<file path="src/rtl/imem_loader.sv">
// -----------------------------------------------------------------------------
// imem_loader
//
// Byte-stream program loader: the write side of a byte-addressed, little-endian
// instruction memory. A frame is LEN (word count N), then 4N payload bytes
// (word 0 LSB first), then CHK (XOR of all payload bytes). Each accepted
// payload byte becomes one memory byte write on the following cycle. The CPU
// is held in reset while a frame is loading and after a failed load.
//
// Ports:
//   clk                  in   clock, all logic on posedge
//   rst                  in   synchronous active-high reset
//   i_imem_loader_data   in   [7:0]  stream byte
//   i_imem_loader_valid  in          stream byte valid
//   o_imem_loader_ready  out         loader can accept a byte (registered)
//   i_imem_loader_clear  in          leave the error state
//   o_imem_loader_we     out         memory byte write enable
//   o_imem_loader_addr   out  [ADDR_W-1:0] memory byte address
//   o_imem_loader_wdata  out  [7:0]  memory write byte
//   o_imem_loader_hold   out         CPU reset request
//   o_imem_loader_done   out         one-cycle pulse on a good load
//   o_imem_loader_err    out         sticky error flag
//   o_imem_loader_count  out  [ADDR_W-1:0] payload bytes accepted this frame
// -----------------------------------------------------------------------------
module imem_loader #(
    parameter int unsigned       ADDR_W    = 8,
    parameter logic [ADDR_W-1:0] BASE_ADDR = '0,
    parameter int unsigned       MAX_WORDS = 64
) (
    input  logic              clk,
    input  logic              rst,
    input  logic [7:0]        i_imem_loader_data,
    input  logic              i_imem_loader_valid,
    output logic              o_imem_loader_ready,
    input  logic              i_imem_loader_clear,
    output logic              o_imem_loader_we,
    output logic [ADDR_W-1:0] o_imem_loader_addr,
    output logic [7:0]        o_imem_loader_wdata,
    output logic              o_imem_loader_hold,
    output logic              o_imem_loader_done,
    output logic              o_imem_loader_err,
    output logic [ADDR_W-1:0] o_imem_loader_count
);

    typedef enum logic [2:0] {
        S_IDLE,
        S_DATA,
        S_CHK,
        S_DONE,
        S_ERR
    } state_t;

    state_t            state;
    logic [ADDR_W-1:0] last_cnt;   // count value of the final payload byte (4N-1)
    logic [7:0]        xor_acc;    // running XOR of payload bytes

    // ready is a registered output, so the transfer qualifier never forms a
    // combinational path from valid back to ready.
    logic xfer;
    assign xfer = i_imem_loader_valid & o_imem_loader_ready;

    // LEN range check is done in a widened domain so that BASE_ADDR + 4N can
    // be compared against the memory size without overflow (N is up to 255,
    // so 4N needs 10 bits on top of the address width).
    localparam int unsigned     EXT_W     = ADDR_W + 11;
    localparam logic [EXT_W-1:0] MEM_BYTES = {10'b0, 1'b1, {ADDR_W{1'b0}}};

    logic [EXT_W-1:0] len_bytes;
    logic [EXT_W-1:0] frame_end;
    logic [EXT_W-1:0] len_last;
    logic             len_bad;

    assign len_bytes = {{(ADDR_W+1){1'b0}}, i_imem_loader_data, 2'b00};
    assign frame_end = {11'b0, BASE_ADDR} + len_bytes;
    assign len_last  = len_bytes - EXT_W'(1);
    assign len_bad   = (i_imem_loader_data == 8'd0)
                     | (32'(i_imem_loader_data) > MAX_WORDS)
                     | (frame_end > MEM_BYTES);

    // Upper bits of len_last are always zero for an accepted LEN (the range
    // check guarantees 4N-1 fits in ADDR_W bits); they are deliberately dropped.
    logic unused_len_hi;
    assign unused_len_hi = ^len_last[EXT_W-1:ADDR_W];

    always_ff @(posedge clk) begin
        if (rst) begin
            state               <= S_IDLE;
            o_imem_loader_ready <= 1'b1;
            o_imem_loader_we    <= 1'b0;
            o_imem_loader_addr  <= BASE_ADDR;
            o_imem_loader_wdata <= 8'd0;
            o_imem_loader_hold  <= 1'b0;
            o_imem_loader_done  <= 1'b0;
            o_imem_loader_err   <= 1'b0;
            o_imem_loader_count <= '0;
            last_cnt            <= '0;
            xor_acc             <= 8'd0;
        end else begin
            // we and done are single-cycle strobes.
            o_imem_loader_we   <= 1'b0;
            o_imem_loader_done <= 1'b0;

            case (state)
                S_IDLE: begin
                    if (xfer) begin
                        o_imem_loader_hold <= 1'b1;
                        if (len_bad) begin
                            state               <= S_ERR;
                            o_imem_loader_ready <= 1'b0;
                            o_imem_loader_err   <= 1'b1;
                        end else begin
                            state               <= S_DATA;
                            last_cnt            <= len_last[ADDR_W-1:0];
                            o_imem_loader_count <= '0;
                            xor_acc             <= 8'd0;
                        end
                    end
                end

                S_DATA: begin
                    if (xfer) begin
                        // Write issues from the pre-increment count; the LEN
                        // check guarantees BASE_ADDR + count never wraps.
                        o_imem_loader_we    <= 1'b1;
                        o_imem_loader_addr  <= BASE_ADDR + o_imem_loader_count;
                        o_imem_loader_wdata <= i_imem_loader_data;
                        o_imem_loader_count <= o_imem_loader_count + ADDR_W'(1);
                        xor_acc             <= xor_acc ^ i_imem_loader_data;
                        if (o_imem_loader_count == last_cnt)
                            state <= S_CHK;
                    end
                end

                S_CHK: begin
                    // The final payload write is on the bus during this state.
                    if (xfer) begin
                        o_imem_loader_ready <= 1'b0;
                        if ((xor_acc ^ i_imem_loader_data) == 8'd0) begin
                            state              <= S_DONE;
                            o_imem_loader_done <= 1'b1;
                            o_imem_loader_hold <= 1'b0;
                        end else begin
                            state             <= S_ERR;
                            o_imem_loader_err <= 1'b1;
                        end
                    end
                end

                S_DONE: begin
                    state               <= S_IDLE;
                    o_imem_loader_ready <= 1'b1;
                end

                S_ERR: begin
                    // Stream bytes are ignored (ready is low); only clear exits.
                    if (i_imem_loader_clear) begin
                        state               <= S_IDLE;
                        o_imem_loader_ready <= 1'b1;
                        o_imem_loader_err   <= 1'b0;
                        o_imem_loader_hold  <= 1'b0;
                    end
                end

                default: begin
                    state               <= S_IDLE;
                    o_imem_loader_ready <= 1'b1;
                    o_imem_loader_hold  <= 1'b0;
                    o_imem_loader_err   <= 1'b0;
                end
            endcase
        end
    end

endmodule

</file>
<file path="config.mk">
export PLATFORM = sky130hd
export DESIGN_NAME = imem_loader
export DESIGN_NICKNAME = d
export VERILOG_FILES = /design/src/rtl/imem_loader.sv
export SDC_FILE = /design/constraint.sdc
export NUM_CORES = 1
export LEC_CHECK = 0
export BUFFER_PORTS_ARGS = -buffer_cell sky130_fd_sc_hd__buf_2
export CAP_MARGIN = 10
export CORE_MARGIN = 2
export CORE_UTILIZATION = 45
export DETAILED_ROUTE_END_ITERATION = 12
export GPL_TIMING_DRIVEN = 0
export PLACE_DENSITY = 0.73
export SYNTH_ARGS = -nofsm -noshare
export SYNTH_HDL_FRONTEND = slang
export SYNTH_SLANG_ARGS = --single-unit
</file>
<file path="constraint.sdc">
create_clock -name clk -period 2.6 [get_ports clk]
set_clock_uncertainty 0.15 [all_clocks]
set_input_delay 0.65 -clock clk [delete_from_list [all_inputs] [get_ports clk]]
set_output_delay 0.65 -clock clk [all_outputs]
set_load 0.02 [all_outputs]
</file>
# After elaboration in Yosys (flattened, before gate mapping)
# Cells that the tools add are included.
# classes
n_addsub	2
order_cmp	2
eq_ne	14
n_mux	31
bitwise	9
reduce_logical	14
# ops
cell	count
8-bit two-way mux	4
8-bit case mux with 2 select lines	2
3-bit two-way mux	7
2-bit != test (second input constant)	9
8-bit zero test	2
5-bit AND reduction	3
1-bit two-way mux	14
1-bit case mux with 4 select lines	3
3-bit case mux with 4 select lines	1
10-bit by 9-bit > comparator with 1-bit output (second input constant)	1
8-bit by 1-bit adder with 8-bit output (second input constant)	1
8-bit equality test	1
8-bit by 7-bit > comparator with 1-bit output (second input constant)	1
8-bit by 1-bit subtractor with 8-bit output (second input constant)	1
8-bit XOR	1
3-bit by 2-bit equality test with 1-bit output (second input constant)	2
6-bit AND reduction	1
1-bit NOT	5
4-bit AND reduction	1
2-bit OR reduction	2
3-bit by 1-bit equality test with 1-bit output (second input constant)	1
3-bit equality test (second input constant)	1
3-bit zero test	1
3-bit AND reduction	1
5 further kinds	6
# totals
reg_bits	48
in_bits	12

# Depth between registers and ports, before layout
# Gate-level depths: netlist of the first run.
# depth
depth_word	6
mapped_depth	8
depth_no_buf	7

# Worst setup path after synthesis of the first run
# OpenSTA, ideal clock, no wires.
# synth_path
path_kind	input port to flip-flop
startpoint	in i_imem_loader_data[7]
endpoint	reg o_imem_loader_count[5]
arrival_time_ns	2.021
t_required_ns	2.305
path_slack_ns	0.284
cell_stages	6
path_cell_list	or4_4 > a2111o_1 > and2_4 > nand2_4 > buf_6 > a311oi_1
# synth_between
elab_chain_cells	5
# synth_lines
element	line_no	rtl
start: declaration	32	input logic [7:0] i_imem_loader_data,
8-bit by 7-bit > comparator with 1-bit output / 8-bit zero test (equally long branches)	77, 76	
1-bit bitwise OR	77	| (32'(i_imem_loader_data) > MAX_WORDS)
1-bit bitwise OR *	78	| (frame_end > MEM_BYTES);
2-bit != test (no line) *	n/a	
4-bit AND reduction (no line) *	n/a	
end signal: assignment	127	o_imem_loader_count <= o_imem_loader_count + ADDR_W'(1);
end: declaration	42	output logic [ADDR_W-1:0] o_imem_loader_count
# Every way passes the cells marked *; elsewhere a longest branch is shown, timed or not.
# A chain may end at the register's enable or synchronous reset.

# Worst setup path after layout of the first run
# layout_path
startpoint	in i_imem_loader_data[0]
endpoint	reg o_imem_loader_count[5]
# The elaborated chain is that of the path after synthesis.

==> metrics.txt, run 1 <==
global routing met1 resource utilization 0.277; sequential-to-total area share from yosys stat 0.410; sum of routed wire length over all layers 5.64 mm; number of nets at the end of the flow 325; drt first-iter violations 127; Worst IR Drop VDD 269 uV; I/O pins 41; Die Height roughly 75 um; largest net degree at the start of global routing 16; post-synthesis instance total 269; Yosys cell types between 40 and 50; starting utilization of the core area 0.476; antenna violations before repair 0; Post-CTS Setup Bufs 0; antenna-violating nets left 0; endpoint required time on the critical path 2660 ps; sw power 0.392 mW; Synth-to-Final Area Change 15.8%; CTS tree built; kind of path behind the tightest hold check register to register; final setup TNS 0 ps; Placed Instance Area 2550 um2; core footprint 4820 um2; normalized max-slew margin 0.635; worst slew pin tran 548 ps; routability congestion estimate from global placement 0.829; final critical path time including I/O delays and setup between 2000 and 2500 ps; internal power contribution 1.03 mW; fraction of power consumed by the clock network 0.334; cell area after layout 2660 um2; total routing usage reported by global routing 0.208; synthesized netlist net count 283; CTS sink cnt 47; clock latency on the worst-skew pair 300 ps; count of flip-flops with a built-in enable after synthesis 0; total congestion overflow 0; port buffer count 35; Yosys Warn Count 0; first-pass GRT wire length 8.94 mm; vias post-DR 2052; Worst-path clk slew 90 ps; RSZ-0062 raised after global routing no; mean instance size in the synthesized netlist between 8 and 9 um2; max-slew violation count 0; Antenna Diode Count 0; switching share of power 0.275; remaining routing DRC violations 0; Final Power 1.42 mW; chip width 75.4 um; crit start category input port; CTS resizes 0; capturing element type of the critical path register; total leakage power around 1.1 nW; leading cell type in the layout, fill and taps excluded dfxtp_1; setup violators final 0; Combinational Power Share 0.133; GR met3 Demand/Resource 0.0450; GRT busiest layer met2; critical path type input port to register; worst endpoint data arrival time about 2400 ps; htree depth 2; maximum clock rate 0.425 GHz; via count of the first global-routing pass between 1500 and 2000; TritonRoute pass-1 iters 4; number of maximum-capacitance violations 0; share of power burned in registers 0.533; total standard cell area after synthesis ~2300 um2; mean routed wirelength per cell 14.9 um; power per standard cell area 536 nW/um2; ys async rst share 0; met2 usage in global routing 0.331; Max Buffers Root-to-Sink 2; outcome finished clean; synthesized flop and latch total between 40 and 50; share of layout cells above drive strength 1 0.228; final hold vios 0; Root Driver clkbuf_8; row count 25; clock buffers created by TritonCTS 5; CTS hold repair buffers 0; Critical Path Fanout Max 10; Tcrit/Tclk final 0.904; Detail Placement HPWL 3.95 mm; DR vias/cell 5.41; Die Footprint 5680 um2; top_reg_cell synth dfxtp_1; commonest non-fill, non-tap cells in the layout 47 x dfxtp_1, 45 x nand2_1, 40 x buf_2
## power groups by stage
stage / Clock [mW] / Combinational (mW) / Sequential, mW
finish: 0.476 / 0.189 / 0.759
floorplan: 0 / 0.126 / 0.783
global placement: 0 / 0.183 / 0.775
global route: 0.510 / 0.206 / 0.762
detailed placement: 0 / 0.186 / 0.775
CTS: 0.482 / 0.188 / 0.759
## path summary, 6_finish.rpt
kind | from | cells past startpoint | end | slack, ps
hold / removal | o_imem_loader_addr[0]$_SDFFE_PP0P_ | 2 | o_imem_loader_addr[0]$_SDFFE_PP0P_ | 300
setup / recovery | i_imem_loader_data[0] | 9 | o_imem_loader_count[5]$_SDFFE_PP0P_ | 250
hold reg to reg | o_imem_loader_addr[0]$_SDFFE_PP0P_ | 2 | o_imem_loader_addr[0]$_SDFFE_PP0P_ | 300
setup reg to reg | state[2]$_SDFFE_PP0P_ | 6 | xor_acc[1]$_SDFFE_PP0P_ | 400
## metal layers
metal,vias up,part of all wire
met5,-,0
met4,0,0.014
met3,7,0.040
met2,53,0.47
met1,969,0.47
li1,1023,-
## sequential cells by signal, summed over array words and instances, names as in the netlist
register and cells:
last_cnt 7, o_imem_loader_addr 8, o_imem_loader_count 8, o_imem_loader_done 1
o_imem_loader_err 1, o_imem_loader_hold 1, o_imem_loader_ready 1, o_imem_loader_wdata 8
o_imem_loader_we 1, state 3, xor_acc 8
## per-stage QoR
step / hold slack (ps) / instances / setup slack, ps / util
2_1_floorplan: 305 / 269 / 284 / -
5_1_grt: 329 / 379 / 121 / 0.551
6_report: 304 / 379 / 249 / 0.551
3_3_place_gp: 289 / 371 / 1.47 / 0.530
3_5_place_dp: 293 / 371 / -60.6 / 0.530
4_1_cts: 306 / 379 / 242 / 0.550
## final cells by class
cell class                 count  area (um2)
fill                         491        2160
multi-input combinational    198        1180
sequential                    47         941
timing repair buffer          35         175
buffer                        21         163
tap                           67        83.8
clock buffer                   6        82.6
clock inverter                 2        16.3
inverter                       3        11.3
## synthesized netlist by cell type (all sizes together) (3+ instances only)
| master | n | area share |
|---|---|---|
| and3 | 4 | 0.011 |
| nand2b | 4 | 0.011 |
| o21a | 5 | 0.016 |
| nor4 | 5 | 0.014 |
| dfxtp | 47 | 0.41 |
| a21oi | 32 | 0.070 |
| nand3 | 7 | 0.015 |
| nor3 | 5 | 0.011 |
| nor2 | 25 | 0.044 |
| inv | 3 | 0.0049 |
| buf | 9 | 0.031 |
| clkbuf | 11 | 0.036 |
| xnor2 | 3 | 0.011 |
| a211oi | 12 | 0.046 |
| a311oi | 7 | 0.027 |
| xor2 | 16 | 0.061 |
| nand2 | 47 | 0.084 |
## cell families (layout without fill, tap and decap cells)
| group | Yosys count | after routing | synth area share |
|---|---|---|---|
| xor+xnor | 19 | 19 | 0.0726 |
| simple gates | 109 | 109 | 0.231 |
| compound gates | 68 | 68 | 0.199 |
| fa+ha+maj | 2 | 2 | 0.0109 |
| flops | 47 | 47 | 0.410 |
| buf+inv | 24 | 67 | 0.0759 |
## critical path, cell delays in order
cell	delay, ps
buf_2	150
inv_1	80
ha_1	170
nor3b_2	370
a2111o_1	270
and2_4	200
nand2_4	70
buf_6	160
a311oi_1	280
Power figures use the tool's default switching activity.
==> run 2: changes to the inputs <==
ABC_AREA = 1   (was default)
BUFFER_PORTS_ARGS = -buffer_cell sky130_fd_sc_hd__clkbuf_2   (was -buffer_cell sky130_fd_sc_hd__buf_2)
==> run 2 against run 1 <==
Compared with the run above:
- register-to-register slack better by 440 ps
- clock power up 3%
- routed wire length fell by 4.1%
- maximum frequency is 14% higher
- critical endpoint is now xor_acc[0]$_SDFFE_PP0P_
- largest cell class unchanged
- largest power group unchanged
==> metrics.txt, run 2 <==
number of cells traversed by the worst register-to-register path 6 (unchanged); cell with the most instances after synthesis nand2_1 (was dfxtp_1); starting utilization of the core area 0.469 (was 0.476); maximum clock rate 0.483 GHz (was 0.425 GHz); TritonRoute pass-1 iters 4 (unchanged); Largest delay share family, worst path simple AND/OR/NAND/NOR gates (unchanged); Max Buffers Root-to-Sink 2 (unchanged); htree depth 2 (unchanged); final critical path time including I/O delays and setup 2070 ps (was 2350 ps); Tcrit/Tclk final 0.796 (was 0.904); largest net degree at the start of global routing 14 (was 16); highest cell delay on the worst timing path 260 ps (was 370 ps); Critical Path Stages 11 (was 9); Synth top area share 0.422 (was 0.410); row count 25 (unchanged); routability congestion estimate from global placement 0.805 (was 0.829); clock latency on the worst-skew pair 310 ps (was 300 ps); max-slew violation count 0 (unchanged); CTS tree built (unchanged); Placed Cells 431 (was 371); kind of path behind the tightest hold check register to register (unchanged); power per standard cell area 669 nW/um2 (was 536 nW/um2); number of maximum-capacitance violations 0 (unchanged); DR vias/cell 4.97 (was 5.41); Root Driver clkbuf_8 (unchanged); clock buffers created by TritonCTS 5 (unchanged); Worst IR Drop VDD 406 uV (was 269 uV); crit path max-delay cell type buf_2 (was nor3b_2); synthesized netlist net count 339 (was 283); Worst-path clk slew 90 ps (about the same); capturing element type of the critical path register (unchanged); Post-CTS Setup Bufs 0 (unchanged); mean instance size in the synthesized netlist 6.86 um2 (was 8.52 um2); chip width 74.4 um (was 75.4 um); count of cells along the worst hold path 2 (unchanged); top_reg_cell synth dfxtp_1 (unchanged); setup violators final 0 (unchanged); sequential-to-total area share from yosys stat 0.422 (was 0.410); normalized max-slew margin 0.601 (was 0.635); Synth-to-Final Area Change 17.0% (was 15.8%); Synth top cells by count 78 x nand2_1, 47 x dfxtp_1, 40 x a21oi_1 (was 47 x dfxtp_1, 45 x nand2_1, 32 x a21oi_1); leading cell types by total area after synthesis dfxtp_1 42%, nand2_1 13%, a21oi_1 9.0%, nand3_1 8.3%, inv_1 6.1% (was dfxtp_1 41%, nand2_1 7.4%, a21oi_1 7.0%, xor2_1 6.1%, nor2_1 3.6%); worst-case register-to-register setup slack 840 ps (was 400 ps); leading cell type in the layout, fill and taps excluded nand2_1 (was dfxtp_1); commonest non-fill, non-tap cells in the layout 78 x nand2_1, 47 x dfxtp_1, 40 x a21oi_1 (was 47 x dfxtp_1, 45 x nand2_1, 40 x buf_2); remaining routing DRC violations 0 (unchanged); CP Cell Sequence clkbuf_2, inv_1, ha_1, nand2_1, nor2_2, nand2_1, nand2_1, nand4_2, buf_2, nand3_1, a21oi_1 (was buf_2, inv_1, ha_1, nor3b_2, a2111o_1, and2_4, nand2_4, buf_6, a311oi_1); sum of routed wire length over all layers 5.41 mm (was 5.64 mm); endpoint required time on the critical path 2620 ps (was 2660 ps); first-pass GRT wire length 9.07 mm (was 8.94 mm); worst endpoint data arrival time 2090 ps (was 2410 ps); final hold vios 0 (unchanged); CTS hold repair buffers 0 (unchanged); synthesized flop and latch total 47 (unchanged); port buffer count 39 (was 35); total routing usage reported by global routing 0.216 (was 0.208); CTS sink cnt 47 (unchanged); I/O pins 41 (unchanged); crit start category input port (unchanged); antenna-violating nets left 0 (unchanged); Yosys cell types 23 (was 49); post-synthesis instance total 325 (was 269); share of layout cells above drive strength 1 0.161 (was 0.228); antenna violations before repair 0 (unchanged); critical path type input port to register (unchanged); count of placed standard cells in the final layout, fillers left out 439 (was 379); final setup TNS 0 ps (unchanged); total leakage power 1.19 nW (was 1.08 nW); ys async rst share 0 (unchanged); outcome finished clean (unchanged); Antenna Diode Count 0 (unchanged); number of nets at the end of the flow 385 (was 325); total standard cell area after synthesis 2230 um2 (was 2290 um2); vias post-DR 2181 (was 2052); most common cell type on the critical path nand2_1; Detail Placement HPWL 3.83 mm (was 3.95 mm); final core occ 0.548 (was 0.551); mean routed wirelength per cell 12.3 um (was 14.9 um); via count of the first global-routing pass 1912 (was 1884); core footprint 4750 um2 (was 4820 um2); worst slew pin tran 599 ps (was 548 ps); total congestion overflow 0 (unchanged); Yosys Warn Count 0 (unchanged); leading area contributor after synthesis dfxtp_1 (unchanged); drt first-iter violations 180 (was 127); Die Footprint 5530 um2 (was 5680 um2); Die Height 74.4 um (was 75.4 um); count of flip-flops with a built-in enable after synthesis 0 (unchanged); CTS resizes 0 (unchanged); Buf+Inv Stages, Crit Path 3 (unchanged); Critical Path Fanout Max 10 (unchanged); RSZ-0062 raised after global routing no (unchanged)
[run 2: kinds of logic after synthesis]
| group | share of synthesized area |
|---|---|
| buffers and inverters | 0.0910 |
| AND/OR/NAND/NOR | 0.293 |
| XOR/XNOR | 0.0432 |
| flip-flops | 0.422 |
| AO/OA/AOI/OAI | 0.139 |
| adder cells (fa/ha/maj) | 0.0112 |
[run 2: where the power goes]
part | total, mW | switching, mW | internal, mW
clock | 0.491 | 0.248 | 0.243
combinational | 0.428 | 0.288 | 0.140
sequential | 0.825 | 0.0403 | 0.785
[run 2: per-stage QoR]
| step | power, mW | area, um2 | hold slack [ps] | setup WS (ps) |
|---|---|---|---|---|
| floorplan | 1.15 | 2230 | 284 | 619 |
| global placement | 1.26 | 2510 | 297 | 215 |
| detailed placement | 1.27 | 2510 | 306 | 201 |
| CTS | 1.76 | 2610 | 320 | 517 |
| global route | 1.86 | 2610 | 345 | 338 |
| finish | 1.74 | 2610 | 316 | 530 |
[run 2: routing by layer]
metal | GRT usage | routed length (um)
met1 | 0.304 | 2470
met2 | 0.326 | 2460
met3 | 0.0407 | 398
met4 | 0.0853 | 83
met5 | 0 | 0
[run 2: final cells by class]
cell class,count,area (um2)
Buffer,13,56.3
Timing Repair Buffer,39,195
Multi-Input combinational cell,226,1080
Fill cell,490,2150
Clock buffer,8,100
Tap cell,67,83.8
Sequential cell,47,941
Inverter,39,146
[run 2: path summary, 6_finish.rpt]
check / startpoint / endpoint
hold reg to reg: last_cnt[7]$_SDFFE_PP0P_ / last_cnt[7]$_SDFFE_PP0P_
setup / recovery: i_imem_loader_data[0] / xor_acc[0]$_SDFFE_PP0P_
hold / removal: last_cnt[7]$_SDFFE_PP0P_ / last_cnt[7]$_SDFFE_PP0P_
setup reg to reg: state[0]$_SDFFE_PP0P_ / o_imem_loader_wdata[4]$_SDFFE_PP0P_
[run 2: worst min-delay path, stage by stage, from the launching register on]
cell,delay [ps]
dfxtp_1,330
inv_1,50
a21oi_1,50
